## config.mk

```make
export PLATFORM = sky130hd
export DESIGN_NAME = rob_alloc_flat
export DESIGN_NICKNAME = d
export VERILOG_FILES = /design/src/rtl/rob_alloc_if.sv /design/src/rtl/rob_alloc.sv /design/src/flat_wrapper.sv
export SDC_FILE = /design/constraint.sdc
export NUM_CORES = 1
export LEC_CHECK = 0
export BUFFER_PORTS_ARGS = -buffer_cell sky130_fd_sc_hd__buf_2
export CAP_MARGIN = 20
export CELL_PAD_IN_SITES_DETAIL_PLACEMENT = 2
export CELL_PAD_IN_SITES_GLOBAL_PLACEMENT = 2
export CORE_ASPECT_RATIO = 1.2
export CORE_MARGIN = 5
export CORE_UTILIZATION = 31
export CTS_BUF_LIST = sky130_fd_sc_hd__clkbuf_4 sky130_fd_sc_hd__clkbuf_8 sky130_fd_sc_hd__clkbuf_16
export CTS_CLUSTER_DIAMETER = 150
export DETAILED_ROUTE_END_ITERATION = 16
export HOLD_SLACK_MARGIN = 0.08
export MAX_ROUTING_LAYER = met4
export PLACE_DENSITY = 0.78
export REMOVE_ABC_BUFFERS = 1
export SKIP_LAST_GASP = 1
export SYNTH_ARGS = -nofsm -noshare
export SYNTH_HDL_FRONTEND = slang
export SYNTH_SLANG_ARGS = --single-unit
```

## constraint.sdc

```tcl
create_clock -name clk -period 4.25 [get_ports clk]
set_input_delay 0.85 -clock clk [delete_from_list [all_inputs] [get_ports clk]]
set_output_delay 0.85 -clock clk [all_outputs]
set_load 0.05 [all_outputs]
```

## src/rtl/rob_alloc_if.sv

```systemverilog
// rtl/rob_alloc_if.sv - dispatch/commit handshake bundle between dispatch logic and the ROB entry allocator
interface rob_alloc_if #(
    parameter int ENT_SEL = 6
);
    logic               dp_req_i;
    logic               stall_dp_i;
    logic               alloc_o;
    logic [ENT_SEL-1:0] alloc_ptr_o;
    logic               stall_o;
    logic               com_en_i;
    logic [ENT_SEL-1:0] com_ptr_i;
    logic               flush_i;
    logic [ENT_SEL:0]   freenum_o;
    logic               full_o;
    logic               empty_o;
    logic               err_o;

    modport master (
        output dp_req_i, stall_dp_i, com_en_i, com_ptr_i, flush_i,
        input  alloc_o, alloc_ptr_o, stall_o, freenum_o, full_o, empty_o, err_o
    );

    modport slave (
        input  dp_req_i, stall_dp_i, com_en_i, com_ptr_i, flush_i,
        output alloc_o, alloc_ptr_o, stall_o, freenum_o, full_o, empty_o, err_o
    );
endinterface

```

## src/rtl/rob_alloc.sv

```systemverilog
// rtl/rob_alloc.sv - single-way in-order ROB entry allocator with commit reclaim and flush
module rob_alloc #(
    parameter int ENT_NUM = 64,
    parameter int ENT_SEL = 6
) (
    input  logic         clk,
    input  logic         reset,
    rob_alloc_if.slave   bus
);
    localparam logic [ENT_SEL:0]   FULL_CNT = (ENT_SEL+1)'(ENT_NUM);
    localparam logic [ENT_SEL:0]   CNT_ONE  = 1;
    localparam logic [ENT_SEL-1:0] PTR_ONE  = 1;

    logic [ENT_SEL-1:0] head;
    logic [ENT_SEL-1:0] tail;
    logic [ENT_SEL:0]   count;
    logic               err;

    logic               full;
    logic               empty;
    logic               alloc;
    logic               com_ok;
    logic               com_bad;
    logic [ENT_SEL-1:0] head_nxt;

    assign full     = (count == FULL_CNT);
    assign empty    = (count == '0);
    // full is registered, so a same-cycle commit cannot unblock allocation
    assign alloc    = bus.dp_req_i & ~bus.stall_dp_i & ~full & ~bus.flush_i;
    assign com_ok   = bus.com_en_i & ~empty;
    assign com_bad  = bus.com_en_i & (empty | (bus.com_ptr_i != head));
    assign head_nxt = com_ok ? head + PTR_ONE : head;

    always_ff @(posedge clk) begin
        if (reset) begin
            head  <= '0;
            tail  <= '0;
            count <= '0;
            err   <= 1'b0;
        end else begin
            head <= head_nxt;
            // the commit is older than the flush, so tail snaps to the post-commit head
            if (bus.flush_i) begin
                tail  <= head_nxt;
                count <= '0;
            end else begin
                if (alloc)
                    tail <= tail + PTR_ONE;
                case ({alloc, com_ok})
                    2'b10:   count <= count + CNT_ONE;
                    2'b01:   count <= count - CNT_ONE;
                    default: count <= count;
                endcase
            end
            if (com_bad)
                err <= 1'b1;
        end
    end

    assign bus.alloc_o     = alloc;
    assign bus.alloc_ptr_o = tail;
    assign bus.stall_o     = bus.dp_req_i & (full | bus.stall_dp_i);
    assign bus.freenum_o   = FULL_CNT - count;
    assign bus.full_o      = full;
    assign bus.empty_o     = empty;
    assign bus.err_o       = err;
endmodule

```

## src/flat_wrapper.sv

```systemverilog
// flat-port wrapper written by rule: the top's interface ports become plain ports
module rob_alloc_flat 
#(
    parameter int ENT_NUM = 64,
    parameter int ENT_SEL = 6
)
  (clk, reset, bus_dp_req_i, bus_stall_dp_i, bus_com_en_i, bus_com_ptr_i, bus_flush_i, bus_alloc_o, bus_alloc_ptr_o, bus_stall_o, bus_freenum_o, bus_full_o, bus_empty_o, bus_err_o);
  rob_alloc_if #(.ENT_SEL(ENT_SEL)) bus_i ();
  input  logic clk;
  input  logic reset;
  input wire logic [$bits(bus_i.dp_req_i)-1:0] bus_dp_req_i;
  input wire logic [$bits(bus_i.stall_dp_i)-1:0] bus_stall_dp_i;
  input wire logic [$bits(bus_i.com_en_i)-1:0] bus_com_en_i;
  input wire logic [$bits(bus_i.com_ptr_i)-1:0] bus_com_ptr_i;
  input wire logic [$bits(bus_i.flush_i)-1:0] bus_flush_i;
  output wire logic [$bits(bus_i.alloc_o)-1:0] bus_alloc_o;
  output wire logic [$bits(bus_i.alloc_ptr_o)-1:0] bus_alloc_ptr_o;
  output wire logic [$bits(bus_i.stall_o)-1:0] bus_stall_o;
  output wire logic [$bits(bus_i.freenum_o)-1:0] bus_freenum_o;
  output wire logic [$bits(bus_i.full_o)-1:0] bus_full_o;
  output wire logic [$bits(bus_i.empty_o)-1:0] bus_empty_o;
  output wire logic [$bits(bus_i.err_o)-1:0] bus_err_o;
  assign bus_i.dp_req_i = bus_dp_req_i;
  assign bus_i.stall_dp_i = bus_stall_dp_i;
  assign bus_i.com_en_i = bus_com_en_i;
  assign bus_i.com_ptr_i = bus_com_ptr_i;
  assign bus_i.flush_i = bus_flush_i;
  assign bus_alloc_o = bus_i.alloc_o;
  assign bus_alloc_ptr_o = bus_i.alloc_ptr_o;
  assign bus_stall_o = bus_i.stall_o;
  assign bus_freenum_o = bus_i.freenum_o;
  assign bus_full_o = bus_i.full_o;
  assign bus_empty_o = bus_i.empty_o;
  assign bus_err_o = bus_i.err_o;
  rob_alloc #(.ENT_NUM(ENT_NUM), .ENT_SEL(ENT_SEL)) u_core (.clk(clk), .reset(reset), .bus(bus_i));
endmodule
```

=== Word level (Yosys, flattened, before mapping) ===
Index checks and enable logic that the tools add are counted.

* Register bits after elaboration: 20
* Latch bits: 0
* RAM bits: 0
* Bits in read-only memories: 0
* Word-level logic and storage cells: 33
* Memories: 0

* Add/sub/neg operators: 5
* Multipliers: 0
* Div/mod/pow operators: 0
* Magnitude comparators: 0
* Equal/unequal tests: 4
* Shifts and indexed selects: 0
* Mux-type cells: 4
* Bitwise operators: 12
* Reductions and logical operators: 4

{| class="wikitable"
|+ Operators by type and width
! kind !! number
|-
| 2-to-1 mux 6 bit || 3
|-
| one-hot mux 7 bit (2 select lines) || 1
|-
| adder 6 x 1 -> 6 bit (second input constant) || 2
|-
| adder 7 x 1 -> 7 bit (second input constant) || 1
|-
| equality test 7 bit (second input constant) || 1
|-
| logical NOT 7 bit || 1
|-
| subtractor 7 x 1 -> 7 bit (second input constant) || 1
|-
| subtractor 7 bit (first input constant) || 1
|-
| bitwise AND 1 bit || 6
|-
| != test 6 bit || 1
|-
| inverter 1 bit || 4
|-
| nonzero test 2 bit || 2
|-
| equality test 2 x 1 -> 1 bit (second input constant) || 1
|-
| equality test 2 bit (second input constant) || 1
|-
| OR 1 bit || 2
|-
| OR reduction 2 bit || 1
|}

=== Logic depth before layout (Yosys ltp) ===
Gate-level depths: netlist of the first run.

* Depth in word-level cells: 6
* Depth in mapped cells: 16
* Gate-level depth less buffers: 13

=== Worst setup path before layout of the first run ===
No wires, ideal clock.

* Path kind: flip-flop to flip-flop
* Start point: register u_core.count[0]
* End point: register u_core.count[4]
* Arrival: 3.369 ns
* Setup slack: 0.810 ns
* Stages on the path, launching flop included: 17
* Path buffers: 3
* Path through: dfxtp_1 clkbuf_1 inv_1 ha_1 nor2b_2 a311oi_4 nand2_1 ha_1 clkbuf_1 buf_4 xor2_1 ha_1 or3_1 a21oi_1 o21ai_0 a21oi_1 mux2i_1

* Longest elaborated chain between the ends: 6
* Elaborated cells between the ends (all ways): 13
* Classes of those cells: add/sub: 2; eq/ne: 3; mux: 1; bitwise: 5; reduce/logical: 2

{| class="wikitable"
|+ RTL lines
! item !! RTL line !! source
|-
| from (decl) || rob_alloc.sv:16 || <nowiki>logic [ENT_SEL:0] count;</nowiki>
|-
| from (signal assigned) || rob_alloc.sv:50 || <nowiki>2'b10: count <= count + CNT_ONE;</nowiki>
|-
| from (signal assigned) || rob_alloc.sv:51 || <nowiki>2'b01: count <= count - CNT_ONE;</nowiki>
|-
| from (signal assigned) || rob_alloc.sv:52 || <nowiki>default: count <= count;</nowiki>
|-
| equality test 7 bit || rob_alloc.sv:26 || <nowiki>assign full = (count == FULL_CNT);</nowiki>
|-
| inverter 1 bit || rob_alloc.sv:29 || <nowiki>assign alloc = bus.dp_req_i & ~bus.stall_dp_i & ~full & ~bus.flush_i;</nowiki>
|-
| bitwise AND 1 bit (2 in series) || rob_alloc.sv:29 ||
|-
| equality test 2 x 1 -> 1 bit or equality test 2 bit (tied branches) || rob_alloc.sv:49 || <nowiki>case ({alloc, com_ok})</nowiki>
|-
| one-hot mux 7 bit (2 select lines) or nonzero test 2 bit (tied branches) || - ||
|}

Parallel ways exist; a longest one is shown, timed or not.
A chain may end at the register's enable or synchronous reset.

=== Worst setup path after layout of the first run ===
Same ends and word-level chain as after synthesis.

==> impl_metrics.toml, run 1 <==
[timing]
hold_viol = 0
slew_headroom_pct = 61.5
clock_skew_ps = 3.54
fin_crit_ps = 3740
fmax_mhz = 268
setup_violations = 0
worst_pin_slew_ps = 577
slew_violations = 0
fin_crit_sh_pct = 87.9
finalSetupTns_ps = 0
grt_setup_unrepaired = "no"

[status]
status = "complete, no violations"

[worst_setup_path]
r2r-start = "u_core.count[0]"
worstSetupPathType = "reg -> reg"
cp_max_fo = 16
slowest_stage = "dfxtp_1"
crit_family = "compound AO/OA/AOI/OAI gates"
startpoint_type = "flip-flop"
critPathMaxStageDelay_ps = 510
r2r_slack_ps = 510
worstPathCellList = "inv_1 > ha_1 > nor2b_2 > a311oi_4 > nand2_1 > ha_1 > xor2_1 > ha_1 > or3_1 > a21oi_1 > o21ai_0 > a21oi_1 > mux2i_1"
cp_data_arrival_time_ps = 3930
cpMostUsedCell = "ha_1"
worstRegToRegCells = 13
cp_num_buf_inv = 1
r2r_end = "u_core.count[4]"
worstSetupEndpointType = "flip-flop"
worstPathRequired_ps = 4450

[min_path]
hold_path_depth = 2
min_from = "u_core.bus.err_o"
hold_class = "reg -> reg"
hold_end = "u_core.bus.err_o"

[cells_and_area]
filler_cell_count = 533
syn2layout_area_growth_pct = 13.4
final_common_cell = "buf_2"
fin_area_um2 = 1600
antenna_cells = 0
mostFrequentLayoutCells = "29 x buf_2, 20 x dfxtp_1, 17 x nor2_1"
instances_no_fill = 246
layout.nets = 208
ff_latch_area_um2 = 400
post_route_cells_drive_above_1_share_pct = 21.8
fin_util_pct = 35.6
multiInputGateArea_um2 = 907

[placed_design]
dp_hpwl_um = 3440
port_buffers = 29
gp_congestion = 0.836
place_area_um2 = 1560
dpl.cell_count = 243

[cts]
tritoncts = "done"
clk_path_buf_depth = 2
htreeDepth = 1
root_buffer = "clkbuf_8"
cts.clk_slew.worst_paths_ps = 80
cts_inserted_buffers = 3
cts_resized = 0
cts_setup_buffers = 0
insertion_delay_ps = 260
cts_hold_buf = 0
cts_num_sinks = 20

[power]
p_comb_share_pct = 18.8
seqPwrFrac_pct = 49.0
power_switching_mw = 0.120
p_per_area_nw_per_um2 = 247
power.leakage_nw = 0.690
p_int_mw = 0.276
clockPowerShare_pct = 32.2
peakVddDrop_mv = 0.138
power.total_mw = 0.396
p_sw_share_pct = 30.4

[logic_synthesis]
async_flop_share_pct = 0
syn_area_um2 = 1410
yosys_warnings = 0
synthFlopType = "dfxtp_1"
synthCells = 169
synth.yosys.seq_area_share_pct = 28.4
synth.avg_cell_area_um2 = 8.35
synth-edff-count = 0
synth-seq-cells = 20
synth_cell_types = 47

[die]
die_w_um = 71.6
num_io_pins = 30
initial_utilization_pct = 31.4
die-area_um2 = 6010
rows = 27
die_height_um = 83.9
core_um2 = 4490

[drt]
postRouteAntennaNets = 0
routedWlPerCell_um = 17.5
drt-initial-drc-count = 50
firstDrtPassIters = 4
viasPerCell = 5.13
drc = 0
routed_wl_um = 4320
via_count = 1263

[global_routing]
grt_pass1_wl_um = 7590
antenna_found_initial = 0
grt.overflow.total = 0
grt_use_total_pct = 16.0
grt_max_degree = 17
grt_pass1_vias = 1528

[job]
maxCapViolCount = 0
registers in the layout, indices dropped and copies added (netlist names):
| signal | cells |
|---|---|
| u_core.count | 7 |
| u_core.head | 6 |
| u_core.bus.alloc_ptr_o | 6 |
| u_core.bus.err_o | 1 |
routing by layer:
layer	global-route usage [%]	part of all wire, %
met5	-	0
met4	3.59	0.97
met3	2.05	2.1
met2	29.3	55
met1	18.2	42
worst reg2reg max path, delay by kind of cell, from the launching register on:
kind	cells	cell delay (ps)
AOI/OAI and AO/OA	4	1040
adders and majority gates	3	920
and+or+nand+nor	3	700
DFF	1	510
xor gates and xnor gates	1	230
muxes	1	190
buffers and inverters	1	90
cells in the mapped netlist, types with 2 or more instances:
library cell | instances | share of area, %
nand2b_1 | 2 | 0.89
o22ai_1 | 5 | 2.2
mux2i_1 | 5 | 3.5
nor2_1 | 17 | 4.5
or3_1 | 4 | 1.8
xor2_1 | 16 | 9.9
nand4_1 | 5 | 2.2
buf_2 | 4 | 1.4
inv_1 | 9 | 2.4
clkbuf_1 | 5 | 1.3
o21ai_0 | 4 | 1.4
nor3_1 | 3 | 1.1
nand3_1 | 5 | 1.8
dfxtp_1 | 20 | 28
a22oi_1 | 2 | 1.1
ha_1 | 6 | 5.3
o21ba_2 | 2 | 1.4
nand2_1 | 10 | 2.7
buf_4 | 2 | 1.1
xnor2_1 | 9 | 5.6
a21o_1 | 2 | 1.1
a211oi_1 | 2 | 1.1
a21oi_1 | 6 | 2.1
power groups by stage:
stage | registers (mW) | clock network [mW] | logic, mW
6_report | 0.194 | 0.127 | 0.0745
4_1_cts | 0.194 | 0.133 | 0.0756
3_5_place_dp | 0.198 | 0 | 0.0751
5_1_grt | 0.194 | 0.143 | 0.0808
2_1_floorplan | 0.206 | 0 | 0.0434
3_3_place_gp | 0.198 | 0 | 0.0727
cell families (layout without fill, tap and decap cells):
logic type      after synthesis  after routing  synth area share (%)
compound gates               34             34                  18.4
fa+ha+maj                     6              6                  5.32
xor+xnor                     25             25                  15.5
buf+inv                      22             41                  7.36
simple gates                 57             57                  21.5
flops                        20             20                  28.4
mux                           5              5                  3.55
stage by stage:
stage | worst slack [ps] | hold WS [ps]
6_report | 513 | 460
2_1_floorplan | 641 | 536
5_1_grt | 89.0 | 502
3_3_place_gp | 713 | 434
3_5_place_dp | 505 | 458
4_1_cts | 471 | 469
cell type report:
cell class	instances	share of cell area, %
Inverter	9	2.11
Clock buffer	3	2.58
Sequential cell	20	25.0
Multi-Input combinational cell	127	56.7
Tap cell	58	4.53
Timing Repair Buffer	29	9.07
worst max path at each step:
stage | startpoint | to | slack [ps] | cells after the start
3_5_place_dp | u_core.count[1] | u_core.count[4] | 500 | 13
5_1_grt | u_core.count[1] | u_core.count[4] | 90 | 13
3_3_place_gp | u_core.count[0] | u_core.count[4] | 710 | 13
6_report | u_core.count[0] | u_core.count[4] | 510 | 13
2_1_floorplan | u_core.count[0] | u_core.count[4] | 640 | 13
4_1_cts | u_core.count[1] | u_core.count[4] | 470 | 13
No activity file was read; power rests on OpenSTA's default activity.
==> run 2, diff against run 1 <==
==> constraint.sdc (replaced) <==
create_clock -name clk -period 4.2 [get_ports clk]
set_input_delay 0.84 -clock clk [delete_from_list [all_inputs] [get_ports clk]]
set_output_delay 0.84 -clock clk [all_outputs]
set_load 0.05 [all_outputs]
==> run 2 against run 1 <==
Net effect:
- sequential share of layout area fell by 0.21 points
- fmax decreased by 0.18%
- die area stayed put
- total power increased by 7.3%
- utilization up 0.31 points
- sequential power barely moved
- largest power group unchanged
==> impl_metrics.toml, run 2 (synthesis gave the netlist of run 1 again) <==
[cts]
clk_path_buf_depth = 2
tritoncts = "done"
cts_setup_buffers = 0
root_buffer = "clkbuf_8"
cts_num_sinks = 20
cts_resized = 0
htreeDepth = 1
insertion_delay_ps = 260
cts_hold_buf = 0
cts_inserted_buffers = 3
cts.clk_slew.worst_paths_ps = 80

[timing]
setup_violations = 0
fin_crit_ps = 3740
finalSetupTns_ps = 0
fmax_mhz = 267
hold_viol = 0
grt_setup_unrepaired = "no"
worst_pin_slew_ps = 580
slew_violations = 0
slew_headroom_pct = 61.3
clock_skew_ps = 1.66
fin_crit_sh_pct = 89.1

[placed_design]
port_buffers = 29
dp_hpwl_um = 3320
place_area_um2 = 1560
dpl.cell_count = 243
gp_congestion = 0.835

[worst_setup_path]
crit_family = "compound AO/OA/AOI/OAI gates"
worstPathCellList = "inv_1 > ha_1 > nor2b_2 > a311oi_4 > nand2_1 > ha_1 > xor2_1 > ha_1 > or3_1 > a21oi_1 > o21ai_0 > a21oi_1 > mux2i_1"
startpoint_type = "flip-flop"
cp_num_buf_inv = 1
cp_max_fo = 16
worstPathRequired_ps = 4400
cpMostUsedCell = "ha_1"
worstSetupPathType = "reg -> reg"
critPathMaxStageDelay_ps = 520
slowest_stage = "dfxtp_1"
cp_data_arrival_time_ps = 3940
worstSetupEndpointType = "flip-flop"

[cells_and_area]
post_route_cells_drive_above_1_share_pct = 22.2
antenna_cells = 0
layout.nets = 208
largest_register_ff_count = 7
max_flop_register = "u_core.count"
syn2layout_area_growth_pct = 14.4
final_common_cell = "buf_2"
instances_no_fill = 247
fin_area_um2 = 1610
mostFrequentLayoutCells = "29 x buf_2, 20 x dfxtp_1, 17 x nor2_1"

[die]
die_height_um = 83.9
die-area_um2 = 6010
rows = 27
core_um2 = 4490
die_w_um = 71.6
initial_utilization_pct = 31.4
num_io_pins = 30

[drt]
routed_wl_um = 4230
drc = 0
viasPerCell = 5.20
firstDrtPassIters = 4
routedWlPerCell_um = 17.1
drt-initial-drc-count = 49
via_count = 1284
postRouteAntennaNets = 0

[power]
p_comb_share_pct = 17.7
p_int_mw = 0.299
power.leakage_nw = 0.697
p_sw_share_pct = 29.7
seqPwrFrac_pct = 46.2
power.total_mw = 0.425
peakVddDrop_mv = 0.131
power_switching_mw = 0.126
clockPowerShare_pct = 36.2
p_per_area_nw_per_um2 = 263

[global_routing]
grt_pass1_vias = 1499
grt_pass1_wl_um = 7280
grt_max_degree = 17
antenna_found_initial = 0
grt.overflow.total = 0
grt_use_total_pct = 15.5

[status]
status = "complete, no violations"

[job]
maxCapViolCount = 0

[min_path]
hold_class = "reg -> reg"
[run 2: cell types whose count changed in the layout (fill, tap and decap cells not counted)]
cell,change
clkbuf_8,+1
[run 2: power by group through the flow]
| stage | clock (mW) | sequential (mW) | combinational (mW) |
|---|---|---|---|
| final | 0.154 | 0.196 | 0.0750 |
| after global routing | 0.171 | 0.197 | 0.0813 |
| after CTS | 0.161 | 0.196 | 0.0762 |
| after detailed placement | 0 | 0.201 | 0.0753 |
| after global placement | 0 | 0.200 | 0.0736 |
| after floorplan | 0 | 0.208 | 0.0439 |
[run 2: final timing paths]
check	startpoint	endpoint	slack, ps	depth (start not counted)
worst max register to register	u_core.count[1]	u_core.count[4]	460	13
worst max-delay path	u_core.count[1]	u_core.count[4]	460	13
worst min-delay path	u_core.bus.err_o	u_core.bus.err_o	470	2
worst min register to register	u_core.bus.err_o	u_core.bus.err_o	470	2
[run 2: area by class of cell]
| type | count | area (µm²) |
|---|---|---|
| flip-flops and latches | 20 | 400 |
| inverters | 9 | 33.8 |
| fillers | 527 | 2880 |
| multi-input cells | 127 | 907 |
| well taps | 58 | 72.6 |
| repair buffers | 29 | 145 |
| clock buffers | 4 | 55.1 |
[run 2: per-layer routing]
metal	wire length [µm]	GRT usage, %
met4	48	4.10
met3	94	1.69
met5	0	-
met1	1730	16.7
met2	2350	29.3
[run 2: stage by stage]
step                      util (%)  setup WS [ps]  hold WS, ps
after floorplan                  -            591          536
after global placement        34.7            663          434
after detailed placement      34.7            449          466
after CTS                     35.9            413          480
after global routing          35.9            144          527
final                         35.9            456          472
[run 2: tightest hold or removal path: cells and delay by family, from the launching register on]
family	cells	cell delay [ps]
compound gates	1	60
buf+inv	1	60
flops	1	310
==> run 3, diff against run 2 <==
--- a/config.mk
+++ b/config.mk
@@ -5,19 +5,19 @@
 export SDC_FILE = /design/constraint.sdc
 export NUM_CORES = 1
 export LEC_CHECK = 0
+export ABC_AREA = 1
 export BUFFER_PORTS_ARGS = -buffer_cell sky130_fd_sc_hd__buf_2
-export CAP_MARGIN = 20
 export CELL_PAD_IN_SITES_DETAIL_PLACEMENT = 2
 export CELL_PAD_IN_SITES_GLOBAL_PLACEMENT = 2
 export CORE_ASPECT_RATIO = 1.2
 export CORE_MARGIN = 5
-export CORE_UTILIZATION = 31
+export CORE_UTILIZATION = 29
 export CTS_BUF_LIST = sky130_fd_sc_hd__clkbuf_4 sky130_fd_sc_hd__clkbuf_8 sky130_fd_sc_hd__clkbuf_16
 export CTS_CLUSTER_DIAMETER = 150
 export DETAILED_ROUTE_END_ITERATION = 16
 export HOLD_SLACK_MARGIN = 0.08
 export MAX_ROUTING_LAYER = met4
-export PLACE_DENSITY = 0.78
+export PLACE_DENSITY_LB_ADDON = 0.05
 export REMOVE_ABC_BUFFERS = 1
 export SKIP_LAST_GASP = 1
 export SYNTH_ARGS = -nofsm -noshare
==> run 3 against run 2 <==
Net effect:
- first-iteration DRC count up 16%
- combinational power grew to 7.6 times the previous value
- non-clock buffer count unchanged
- sequential cell count is the same
- register-to-register slack improved by 640 ps
- final cell count increased by 38%
==> impl_metrics.toml, run 3 <==
[status]
status = "complete, no violations"

[logic_synthesis]
synth_cell_types = 30
synthTopCellsByCount = "60 x nand2_1, 42 x inv_1, 25 x nor2_1"
yosys_warnings = 0
synth_area_leader_cell = "dfxtp_1"
synth_top_area_share_pct = 24.8
synth.yosys.seq_area_share_pct = 24.8
synth_most_common_cell = "nand2_1"
synth_area_leaders = "dfxtp_1 25%, nand2_1 14%, inv_1 9.8%, nand3_1 7.4%, xor2_1 7.1%"
syn_area_um2 = 1610
synth-edff-count = 0
synth-seq-cells = 20
synthCells = 252
synthFlopType = "dfxtp_1"
async_flop_share_pct = 0
synth.avg_cell_area_um2 = 6.40

[placed_design]
port_buffers = 29
gp_congestion = 0.773
place_area_um2 = 1790
place_ws_ps = 993
dp_hpwl_um = 4060
dpl.cell_count = 337

[timing]
fin_crit_sh_pct = 73.9
whs_ps = 475
finalSetupTns_ps = 0
slew_headroom_pct = 72.3
grt_setup_unrepaired = "no"
worst_pin_slew_ps = 415
hold_viol = 0
fin_crit_ps = 3110
setup_violations = 0
slew_violations = 0
fmax_mhz = 322
layout_setup_ws_ps = 1090
clock_skew_ps = 2.08

[worst_setup_path]
r2r-start = "u_core.count[0]"
worstSetupEndpointType = "flip-flop"
worstPathCellList = "inv_1 > ha_1 > nand3_4 > nor2_4 > nand2_4 > nand2_1 > inv_1 > ha_1 > inv_1 > nand2_1 > nand2_1 > inv_1 > ha_1 > o21bai_1 > nand3_2 > nand3_1 > nand2_1 > nor2_1 > nor2_1"
worstRegToRegCells = 19
r2r_end = "u_core.count[6]"
cp_data_arrival_time_ps = 3270
cp_max_fo = 12
worstSetupPathType = "reg -> reg"
worstPathRequired_ps = 4360
startpoint_type = "flip-flop"
r2r_slack_ps = 1090
slowest_stage = "ha_1"
critPathMaxStageDelay_ps = 420

[drt]
viasPerCell = 4.80
via_count = 1637
postRouteAntennaNets = 0
routedWlPerCell_um = 14.3
drc = 0
routed_wl_um = 4870
drt-initial-drc-count = 57
firstDrtPassIters = 4

[cells_and_area]
max_flop_register = "u_core.count"
layout.nets = 298
antenna_cells = 0
final_common_cell = "nand2_1"
instances_no_fill = 341
fin_area_um2 = 1850
post_route_cells_drive_above_1_share_pct = 19.0
largest_register_ff_count = 7
mostFrequentLayoutCells = "60 x nand2_1, 42 x inv_1, 29 x buf_2"
syn2layout_area_growth_pct = 14.6
fin_util_pct = 34.7

[cts]
insertion_delay_ps = 260
root_buffer = "clkbuf_8"
clk_path_buf_depth = 2
cts_setup_buffers = 0
htreeDepth = 1
cts_num_sinks = 20
cts_inserted_buffers = 3
cts.clk_slew.worst_paths_ps = 80
cts_hold_buf = 0
tritoncts = "done"
cts_resized = 0

[min_path]
hold_end = "u_core.bus.err_o"
hold_path_depth = 2
hold_class = "reg -> reg"
min_from = "u_core.bus.err_o"

[global_routing]
antenna_found_initial = 0
grt.overflow.total = 0
grt_use_total_pct = 14.6
grt_max_degree = 13
grt_pass1_vias = 1792
grt_pass1_wl_um = 8240

[die]
num_io_pins = 30
core_um2 = 5330
die-area_um2 = 7160
die_w_um = 78.1
rows = 29
initial_utilization_pct = 30.3
die_height_um = 91.7

[power]
p_per_area_nw_per_um2 = 524
power.total_mw = 0.968
peakVddDrop_mv = 0.130
power.leakage_nw = 0.988

[job]
maxCapViolCount = 0
[run 3: per-layer routing]
metal | global-route usage (%) | routed length, µm | up-vias
met3 | 1.76 | 62 | 2
met1 | 14.8 | 1970 | 794
met5 | - | 0 | -
li1 | - | - | 832
met4 | 3.80 | 29 | 0
met2 | 28.6 | 2810 | 9
[run 3: layout make-up]
type,instances,area [µm²]
Sequential cell,20,400
Clock buffer,4,55.1
Fill cell,674,3480
Inverter,45,169
Tap cell,62,77.6
Multi-Input combinational cell,181,1000
Timing Repair Buffer,29,145
[run 3: worst max-delay path by stage]
stage                    start              end  slack [ps]  depth (start not counted)
3_5_place_dp    bus_stall_dp_i  u_core.count[4]         990                         18
2_1_floorplan  u_core.count[0]  u_core.count[4]         900                         21
4_1_cts        u_core.count[0]  u_core.count[6]        1030                         19
3_3_place_gp    bus_stall_dp_i  u_core.count[4]        1080                         18
6_report       u_core.count[0]  u_core.count[6]        1090                         19
5_1_grt        u_core.count[0]  u_core.count[6]         740                         19
[run 3: kinds of logic after synthesis]
group	share of synthesized area, %
adders and majority gates	4.65
AOI/OAI and AO/OA	6.67
buffers and inverters	13.1
and+or+nand+nor	42.1
DFF	24.8
xor gates and xnor gates	8.68
[run 3: power breakdown]
part           internal, mW  switching (mW)  total (mW)  leakage, nW
Clock                0.0836          0.0709       0.155       0.0288
Combinational         0.149           0.420       0.569        0.796
Sequential            0.212          0.0328       0.244        0.163
[run 3: critical path, delay by kind of cell (launching register included)]
family	cells	cell delay [ps]
AO/OA/AOI/OAI	1	190
buffers and inverters	4	490
AND/OR/NAND/NOR	11	1100
adder cells (fa/ha/maj)	3	820
flip-flops	1	410
